$ cat src/rtl/chan_debounce_reduce_if.sv
// rtl/chan_debounce_reduce_if.sv - channel inputs, mask/clear controls and conditioned results
interface chan_debounce_reduce_if #(
   parameter int CHAN_WIDTH = 4
);
   logic [CHAN_WIDTH-1:0] in_i;
   logic [CHAN_WIDTH-1:0] mask_i;
   logic                  clr_i;
   logic [CHAN_WIDTH-1:0] filt_o;
   logic                  x_o;
   logic                  chg_o;
   logic                  stable_o;

   modport master (
      output in_i, mask_i, clr_i,
      input  filt_o, x_o, chg_o, stable_o
   );

   modport slave (
      input  in_i, mask_i, clr_i,
      output filt_o, x_o, chg_o, stable_o
   );
endinterface

$ cat src/rtl/chan_debounce_reduce.sv
// rtl/chan_debounce_reduce.sv - per-channel sync + debounce, masked AND/OR/XOR reduction to one flag
module chan_debounce_reduce #(
   parameter int   CHAN_WIDTH  = 4,
   parameter int   SYNC_STAGES = 2,
   parameter int   DEB_LIMIT   = 8,
   parameter int   MODE        = 0,
   parameter logic RST_VAL     = 1'b0
) (
   input logic                   main_clk_i,
   input logic                   main_rst_an_i,
   chan_debounce_reduce_if.slave bus
);
   localparam int               CNT_W    = $clog2(DEB_LIMIT + 1);
   localparam logic [CNT_W-1:0] CNT_LAST = CNT_W'(DEB_LIMIT - 1);

   if (MODE < 0 || MODE > 2) begin : g_bad_mode
      $error("chan_debounce_reduce: MODE must be 0 (AND), 1 (OR) or 2 (XOR)");
   end
   if (CHAN_WIDTH < 1 || CHAN_WIDTH > 32 || SYNC_STAGES < 2 || SYNC_STAGES > 4 ||
       DEB_LIMIT < 1 || DEB_LIMIT > 255) begin : g_bad_range
      $error("chan_debounce_reduce: parameter out of range");
   end

   logic [CHAN_WIDTH-1:0] sync_q [SYNC_STAGES];
   logic [CHAN_WIDTH-1:0] sync_d [SYNC_STAGES];
   logic [CHAN_WIDTH-1:0] filt_q;
   logic [CHAN_WIDTH-1:0] filt_d;
   logic [CNT_W-1:0]      cnt_q [CHAN_WIDTH];
   logic [CNT_W-1:0]      cnt_d [CHAN_WIDTH];
   logic                  x_q;
   logic                  x_d;
   logic                  chg_q;
   logic                  chg_d;
   logic [CHAN_WIDTH-1:0] s;
   logic [CHAN_WIDTH-1:0] red_in;
   logic                  cnt_idle;

   assign s = sync_q[SYNC_STAGES-1];

   always_comb begin
      sync_d[0] = bus.in_i;
      for (int k = 1; k < SYNC_STAGES; k++) begin
         sync_d[k] = sync_q[k-1];
      end
   end

   // A mismatch must survive DEB_LIMIT consecutive samples; any match restarts the count.
   always_comb begin
      filt_d   = filt_q;
      cnt_idle = 1'b1;
      for (int n = 0; n < CHAN_WIDTH; n++) begin
         cnt_d[n] = '0;
         if (cnt_q[n] != '0) begin
            cnt_idle = 1'b0;
         end
         if (bus.clr_i) begin
            filt_d[n] = s[n];
         end else if (s[n] != filt_q[n]) begin
            if (cnt_q[n] == CNT_LAST) begin
               filt_d[n] = s[n];
            end else begin
               cnt_d[n] = cnt_q[n] + CNT_W'(1);
            end
         end
      end
   end

   // Masked-out channels are forced to the neutral element of the selected operator.
   always_comb begin
      if (MODE == 0) begin
         red_in = filt_q | ~bus.mask_i;
         x_d    = &red_in;
      end else if (MODE == 1) begin
         red_in = filt_q & bus.mask_i;
         x_d    = |red_in;
      end else begin
         red_in = filt_q & bus.mask_i;
         x_d    = ^red_in;
      end
      chg_d = x_d ^ x_q;
   end

   always_ff @(posedge main_clk_i or negedge main_rst_an_i) begin
      if (!main_rst_an_i) begin
         for (int k = 0; k < SYNC_STAGES; k++) begin
            sync_q[k] <= {CHAN_WIDTH{RST_VAL}};
         end
         for (int n = 0; n < CHAN_WIDTH; n++) begin
            cnt_q[n] <= '0;
         end
         filt_q <= {CHAN_WIDTH{RST_VAL}};
         x_q    <= 1'b0;
         chg_q  <= 1'b0;
      end else begin
         sync_q <= sync_d;
         cnt_q  <= cnt_d;
         filt_q <= filt_d;
         x_q    <= x_d;
         chg_q  <= chg_d;
      end
   end

   assign bus.filt_o   = filt_q;
   assign bus.x_o      = x_q;
   assign bus.chg_o    = chg_q;
   assign bus.stable_o = cnt_idle && (s == filt_q);

endmodule
$ cat src/flat_wrapper.sv
// flat-port wrapper written by rule: the top's interface ports become plain ports
module chan_debounce_reduce_flat 
#(
   parameter int   CHAN_WIDTH  = 4,
   parameter int   SYNC_STAGES = 2,
   parameter int   DEB_LIMIT   = 8,
   parameter int   MODE        = 0,
   parameter logic RST_VAL     = 1'b0
)
  (main_clk_i, main_rst_an_i, bus_in_i, bus_mask_i, bus_clr_i, bus_filt_o, bus_x_o, bus_chg_o, bus_stable_o);
  chan_debounce_reduce_if #(.CHAN_WIDTH(CHAN_WIDTH)) bus_i ();
  input logic main_clk_i;
  input logic main_rst_an_i;
  input wire logic [$bits(bus_i.in_i)-1:0] bus_in_i;
  input wire logic [$bits(bus_i.mask_i)-1:0] bus_mask_i;
  input wire logic [$bits(bus_i.clr_i)-1:0] bus_clr_i;
  output wire logic [$bits(bus_i.filt_o)-1:0] bus_filt_o;
  output wire logic [$bits(bus_i.x_o)-1:0] bus_x_o;
  output wire logic [$bits(bus_i.chg_o)-1:0] bus_chg_o;
  output wire logic [$bits(bus_i.stable_o)-1:0] bus_stable_o;
  assign bus_i.in_i = bus_in_i;
  assign bus_i.mask_i = bus_mask_i;
  assign bus_i.clr_i = bus_clr_i;
  assign bus_filt_o = bus_i.filt_o;
  assign bus_x_o = bus_i.x_o;
  assign bus_chg_o = bus_i.chg_o;
  assign bus_stable_o = bus_i.stable_o;
  chan_debounce_reduce #(.CHAN_WIDTH(CHAN_WIDTH), .SYNC_STAGES(SYNC_STAGES), .DEB_LIMIT(DEB_LIMIT), .MODE(MODE), .RST_VAL(RST_VAL)) u_core (.main_clk_i(main_clk_i), .main_rst_an_i(main_rst_an_i), .bus(bus_i));
endmodule
$ cat config.mk
export PLATFORM = sky130hd
export DESIGN_NAME = chan_debounce_reduce_flat
export DESIGN_NICKNAME = d
export VERILOG_FILES = /design/src/rtl/chan_debounce_reduce_if.sv /design/src/rtl/chan_debounce_reduce.sv /design/src/flat_wrapper.sv
export SDC_FILE = /design/constraint.sdc
export NUM_CORES = 1
export LEC_CHECK = 0
export CAP_MARGIN = 5
export CORE_MARGIN = 2
export CORE_UTILIZATION = 35
export CTS_CLUSTER_SIZE = 25
export DETAILED_ROUTE_END_ITERATION = 7
export GPL_TIMING_DRIVEN = 0
export PLACE_DENSITY = 0.65
export SLEW_MARGIN = 0
export SYNTH_ARGS = -nofsm -noshare
export SYNTH_HDL_FRONTEND = slang
export SYNTH_SLANG_ARGS = --single-unit
$ cat constraint.sdc
create_clock -name main_clk_i -period 1.6 [get_ports main_clk_i]
set_input_delay 0.48 -clock main_clk_i [delete_from_list [all_inputs] [get_ports main_clk_i]]
set_output_delay 0.48 -clock main_clk_i [all_outputs]
set_load 0.03 [all_outputs]
## After elaboration in Yosys (flattened, before gate mapping)

Cells that the tools add are included.

- Bits in registers: 30
- Logic and storage cells: 74

- Add/sub/neg operators: 4
- Equality and inequality tests: 9
- Multiplexer cells: 28
- Bitwise operators: 3
- Reduce and logical (&&, ||, !) cells: 18

Operators with widths:

| operator | count |
|---|---|
| two-way mux 4 bit | 12 |
| adder 4 x 1 -> 4 bit, second input constant | 4 |
| == test 4 x 3 -> 1 bit, second input constant | 4 |
| two-way mux 1 bit | 16 |
| nonzero test 2 bit | 8 |
| nonzero test 4 bit | 4 |
| AND reduction 2 bit | 4 |
| == test 4 bit | 1 |
| inequality test 1 bit | 4 |
| NOT 4 bit | 1 |
| OR 4 bit | 1 |
| AND reduction 4 bit | 1 |
| logical AND 1 bit | 1 |
| bitwise XOR 1 bit | 1 |

## Logic depth before layout (Yosys ltp)

- Depth in word-level cells: 6
- Gate-level depth with buffers: 5

## Least setup slack after synthesis

No wires, ideal clock.

- Path type: flip-flop to output port
- Start: register u_core.cnt_q[4] in the netlist's numbering
- End: output bus_stable_o
- Arrival time: 1.830 ns
- Required time: 1.120 ns
- Path slack: -0.710 ns
- Stages on the path, launching flop included: 6
- Buffers on the path: 0
- Path through: dfrtp_1 > inv_1 > ha_1 > nor4bb_1 > nand4_1 > nor4_1

- Longest elaborated chain between the ends: 4

Ends and longest elaborated chain:

| what | line | text |
|---|---|---|
| from (decl) | chan_debounce_reduce.sv:28 | `logic [CNT_W-1:0] cnt_q [CHAN_WIDTH];` |
| from (signal assigned) | chan_debounce_reduce.sv:96 | `cnt_q <= cnt_d;` |
| nonzero test 4 bit | chan_debounce_reduce.sv:53 | `if (cnt_q[n] != '0) begin` |
| two-way mux 1 bit (2 in series) | chan_debounce_reduce.sv:53 |  |
| logical AND 1 bit | chan_debounce_reduce.sv:106 | `assign bus.stable_o = cnt_idle && (s == filt_q);` |
| to (decl) | flat_wrapper.sv:20 | `output wire logic [$bits(bus_i.stable_o)-1:0] bus_stable_o;` |

No other way between the ends.

## Worst setup path after layout

- Start: register u_core.cnt_q[13] in the netlist's numbering
- End: output bus_stable_o

- Longest elaborated chain between the ends: 6

Ends and longest elaborated chain:

| what | line |
|---|---|
| nonzero test 4 bit | chan_debounce_reduce.sv:53 |
| two-way mux 1 bit (4 in series) | chan_debounce_reduce.sv:53 |
| logical AND 1 bit | chan_debounce_reduce.sv:106 |

No other way between the ends.

==> results.json <==
{
  "utilization_pct": 45.7,
  "synthMostInstantiatedCell": "dfrtp_1",
  "yosys_most_used_dff": "dfrtp_1",
  "hpwl_um": 1710,
  "power.switching_mw": 0.449,
  "timing.max_cap.violations": 0,
  "grt_pass1_wl_um": 4080,
  "fin_tns_setup_ns": -0.587,
  "internal-power_mw": 1.28,
  "fmax_mhz": 457,
  "clkSinkCount": 30,
  "ys_warn_count": 0,
  "final-instance-count-excl-fill": 188,
  "pwr-share-clk_pct": 35.2,
  "crit_path_max_fanout": 3,
  "critPathCaptureType": "primary output",
  "yosysTopAreaCell": "dfrtp_1",
  "insertion_delay_ns": 0.27,
  "syn_to_final_growth_pct": 26.3,
  "num_rows": 22,
  "antenna_found_initial": 0,
  "netlist_instances": 113,
  "synth-seq-area-share_pct": 56.7,
  "placedCellCount": 178,
  "design_area_um2": 1670,
  "rsz0062_at_grt": "yes",
  "max_stage_delay_ns": 0.40,
  "clock_skew_ns": 0.00614,
  "hold-worst-slack_ns": 0.227,
  "regArea_um2": 751,
  "fin_nets": 158,
  "setup.worst_path.start_class": "flip-flop",
  "fill_cells": 341,
  "worstRegToRegCells": 5,
  "pre_cts_ws_ns": -0.925,
  "clkTransAtPathRegs_ns": 0.06,
  "hold_class": "in -> async",
  "yosys-top-cells-area": "dfrtp_1, ha_1, nor2_1, inv_1, mux2_2",
  "status": "complete, but fails checks",
  "path_class": "reg -> out",
  "coreArea_um2": 3660,
  "slowest_stage": "dfrtp_1",
  "place_area_um2": 1570,
  "switching_share_pct": 26.1,
  "gp_congestion": 0.713,
  "fp.dieArea_um2": 4290,
  "fp.dieH_um": 65.5,
  "slew-limit-headroom_pct": 57.7,
  "grt_use_total_pct": 13.0,
  "violations": "negative setup slack",
  "vias": 845,
  "cts_max_path_buffers": 2,
  "setup_slack_ns": -0.587,
  "async_flop_share_pct": 100,
  "start_util_pct": 36.2,
  "cts_buffers": 5,
  "dr.pass1.iters": 4,
  "port-buffer-count": 17,
  "tightest_slew_ns": 0.635,
  "drc_errors": 0,
  "reg2reg_to": "u_core.bus.filt_o[0]",
  "power.total_mw": 1.72,
  "num_io_pins": 18,
  "final_antenna_net_count": 0,
  "synth_top_area_share_pct": 56.7,
  "antennaDiodeCount": 0,
  "cp_cell_sequence": "inv_1 -> ha_1 -> nor4bb_4 -> nand4_1 -> nor4_4 -> buf_4",
  "synth_common_cells": "dfrtp_1, nor2_1, inv_1",
  "routedWlPerCell_um": 12.1,
  "grt_overflow": 0,
  "p_per_area_nw_per_um2": 1030,
  "r2r_slack_ns": 0.08,
  "ir_worst_vdd_uv": 837,
  "first_iter_violations": 5,
  "post-route-period-util_pct": 137,
  "required_ns": 1.12,
  "min_period_ns": 2.19,
  "die_w_um": 65.5,
  "cts_max_level": 2,
  "avgViaCountPerCell": 4.49,
  "grt_max_degree": 31,
  "syn_nets": 132,
  "p_seq_share_pct": 48.9,
  "hold_violations": 0,
  "syn_area_um2": 1330,
  "avgSynthCellArea_um2": 11.7,
  "cts_tree": "built",
  "synth_edf_count": 0,
  "setup_viol": 1,
  "multi_input_area_um2": 568,
  "clockRootBuffer": "clkbuf_8",
  "r2r-start": "u_core.cnt_q[12]",
  "power_frac_comb_pct": 15.9,
  "grt_pass1_vias": 966,
  "ys_types": 19,
  "drive_gt1_share_pct": 17.9,
  "slew_viol_final": 0,
  "power.leakage_nw": 0.788,
  "wl_um": 2280,
  "arrival_ns": 1.71,
  "ys_seq_elements": 30
}
[routing by layer]
| metal | vias up | global-route usage, % | wire length, µm |
|---|---|---|---|
| met3 | 2 | 5.82 | 127 |
| met5 | - | 0 | 0 |
| met1 | 404 | 13.3 | 947 |
| met2 | 21 | 22.3 | 1190 |
| li1 | 418 | - | - |
| met4 | 0 | 6.51 | 20 |
[power groups by stage]
stage	Sequential [mW]	Combinational [mW]	Clock, mW
final	0.843	0.275	0.607
after global routing	0.849	0.309	0.678
after CTS	0.845	0.278	0.626
after detailed placement	0.861	0.275	0
after global placement	0.858	0.266	0
after floorplan	0.893	0.122	0
[worst max path at each step]
stage                                 from           end  slack, ns  depth (start not counted)
after floorplan            u_core.cnt_q[4]  bus_stable_o      -0.23                          5
after global placement     u_core.cnt_q[4]  bus_stable_o      -0.89                          6
after detailed placement   u_core.cnt_q[4]  bus_stable_o      -0.93                          6
after CTS                  u_core.cnt_q[5]  bus_stable_o      -0.62                          6
after global routing      u_core.cnt_q[13]  bus_stable_o      -0.74                          6
final                     u_core.cnt_q[13]  bus_stable_o      -0.59                          6
[final cells by class]
class	instances	area share [%]
inverter	13	2.91
timing repair buffer	19	9.27
multi-input combinational	70	33.9
tap	48	3.59
clock inverter	1	0.299
clock buffer	7	5.16
sequential	30	44.8
[cell families (layout without fill, tap and decap cells)]
family | count (synthesis) | in the layout | synth area share [%]
AO/OA/AOI/OAI | 1 | 1 | 2.08
XOR/XNOR | 9 | 9 | 5.95
buffers and inverters | 13 | 40 | 3.68
adder cells (fa/ha/maj) | 8 | 8 | 7.55
AND/OR/NAND/NOR | 44 | 44 | 17.7
flip-flops | 30 | 30 | 56.7
multiplexers | 8 | 8 | 6.42
[what timing repair did]
action / CTS / global route
resized for setup: 17 / 8
buffers inserted: 1 / 1
pin swaps: 1 / 2
hold buffers: 0 / 0
endpoints found under the setup margin: 37 / 5
[critical path, delay by kind of cell (launching register included)]
family	cells	cell delay (ns)
AND/OR/NAND/NOR	3	0.64
buffers and inverters	2	0.26
adder cells (fa/ha/maj)	1	0.14
flip-flops	1	0.40
[placed cells by master, fill, tap and decap left out]
cell / synthesis / routed
nor4bb_4: 0 / 1
clkdlybuf4s50_1: 0 / 9
mux2i_1: 4 / 4
inv_1: 13 / 13
xnor2_1: 5 / 5
ha_1: 8 / 8
dlygate4sd2_1: 0 / 2
nand4_1: 1 / 1
nand3_1: 4 / 4
dfrtp_1: 30 / 30
nor2_1: 20 / 20
nand2b_1: 3 / 3
and3b_1: 4 / 4
mux2_2: 4 / 4
clkbuf_2: 0 / 4
nor3_1: 4 / 4
a2111oi_4: 1 / 1
nor4b_2: 0 / 2
buf_4: 0 / 3
buf_2: 0 / 1
or2_2: 1 / 1
xor2_1: 4 / 4
nor4_4: 0 / 1
clkbuf_8: 0 / 6
clkbuf_1: 0 / 1
clkinv_2: 0 / 1
nor2b_1: 3 / 3
[flip-flops by register name, summed over array words and instances, names as in the netlist]
name	count
u_core.cnt_q	16
u_core.bus.filt_o	4
u_core.s	4
u_core.sync_d	4
u_core.bus.chg_o	1
u_core.bus.x_o	1
Power figures use the tool's default switching activity.
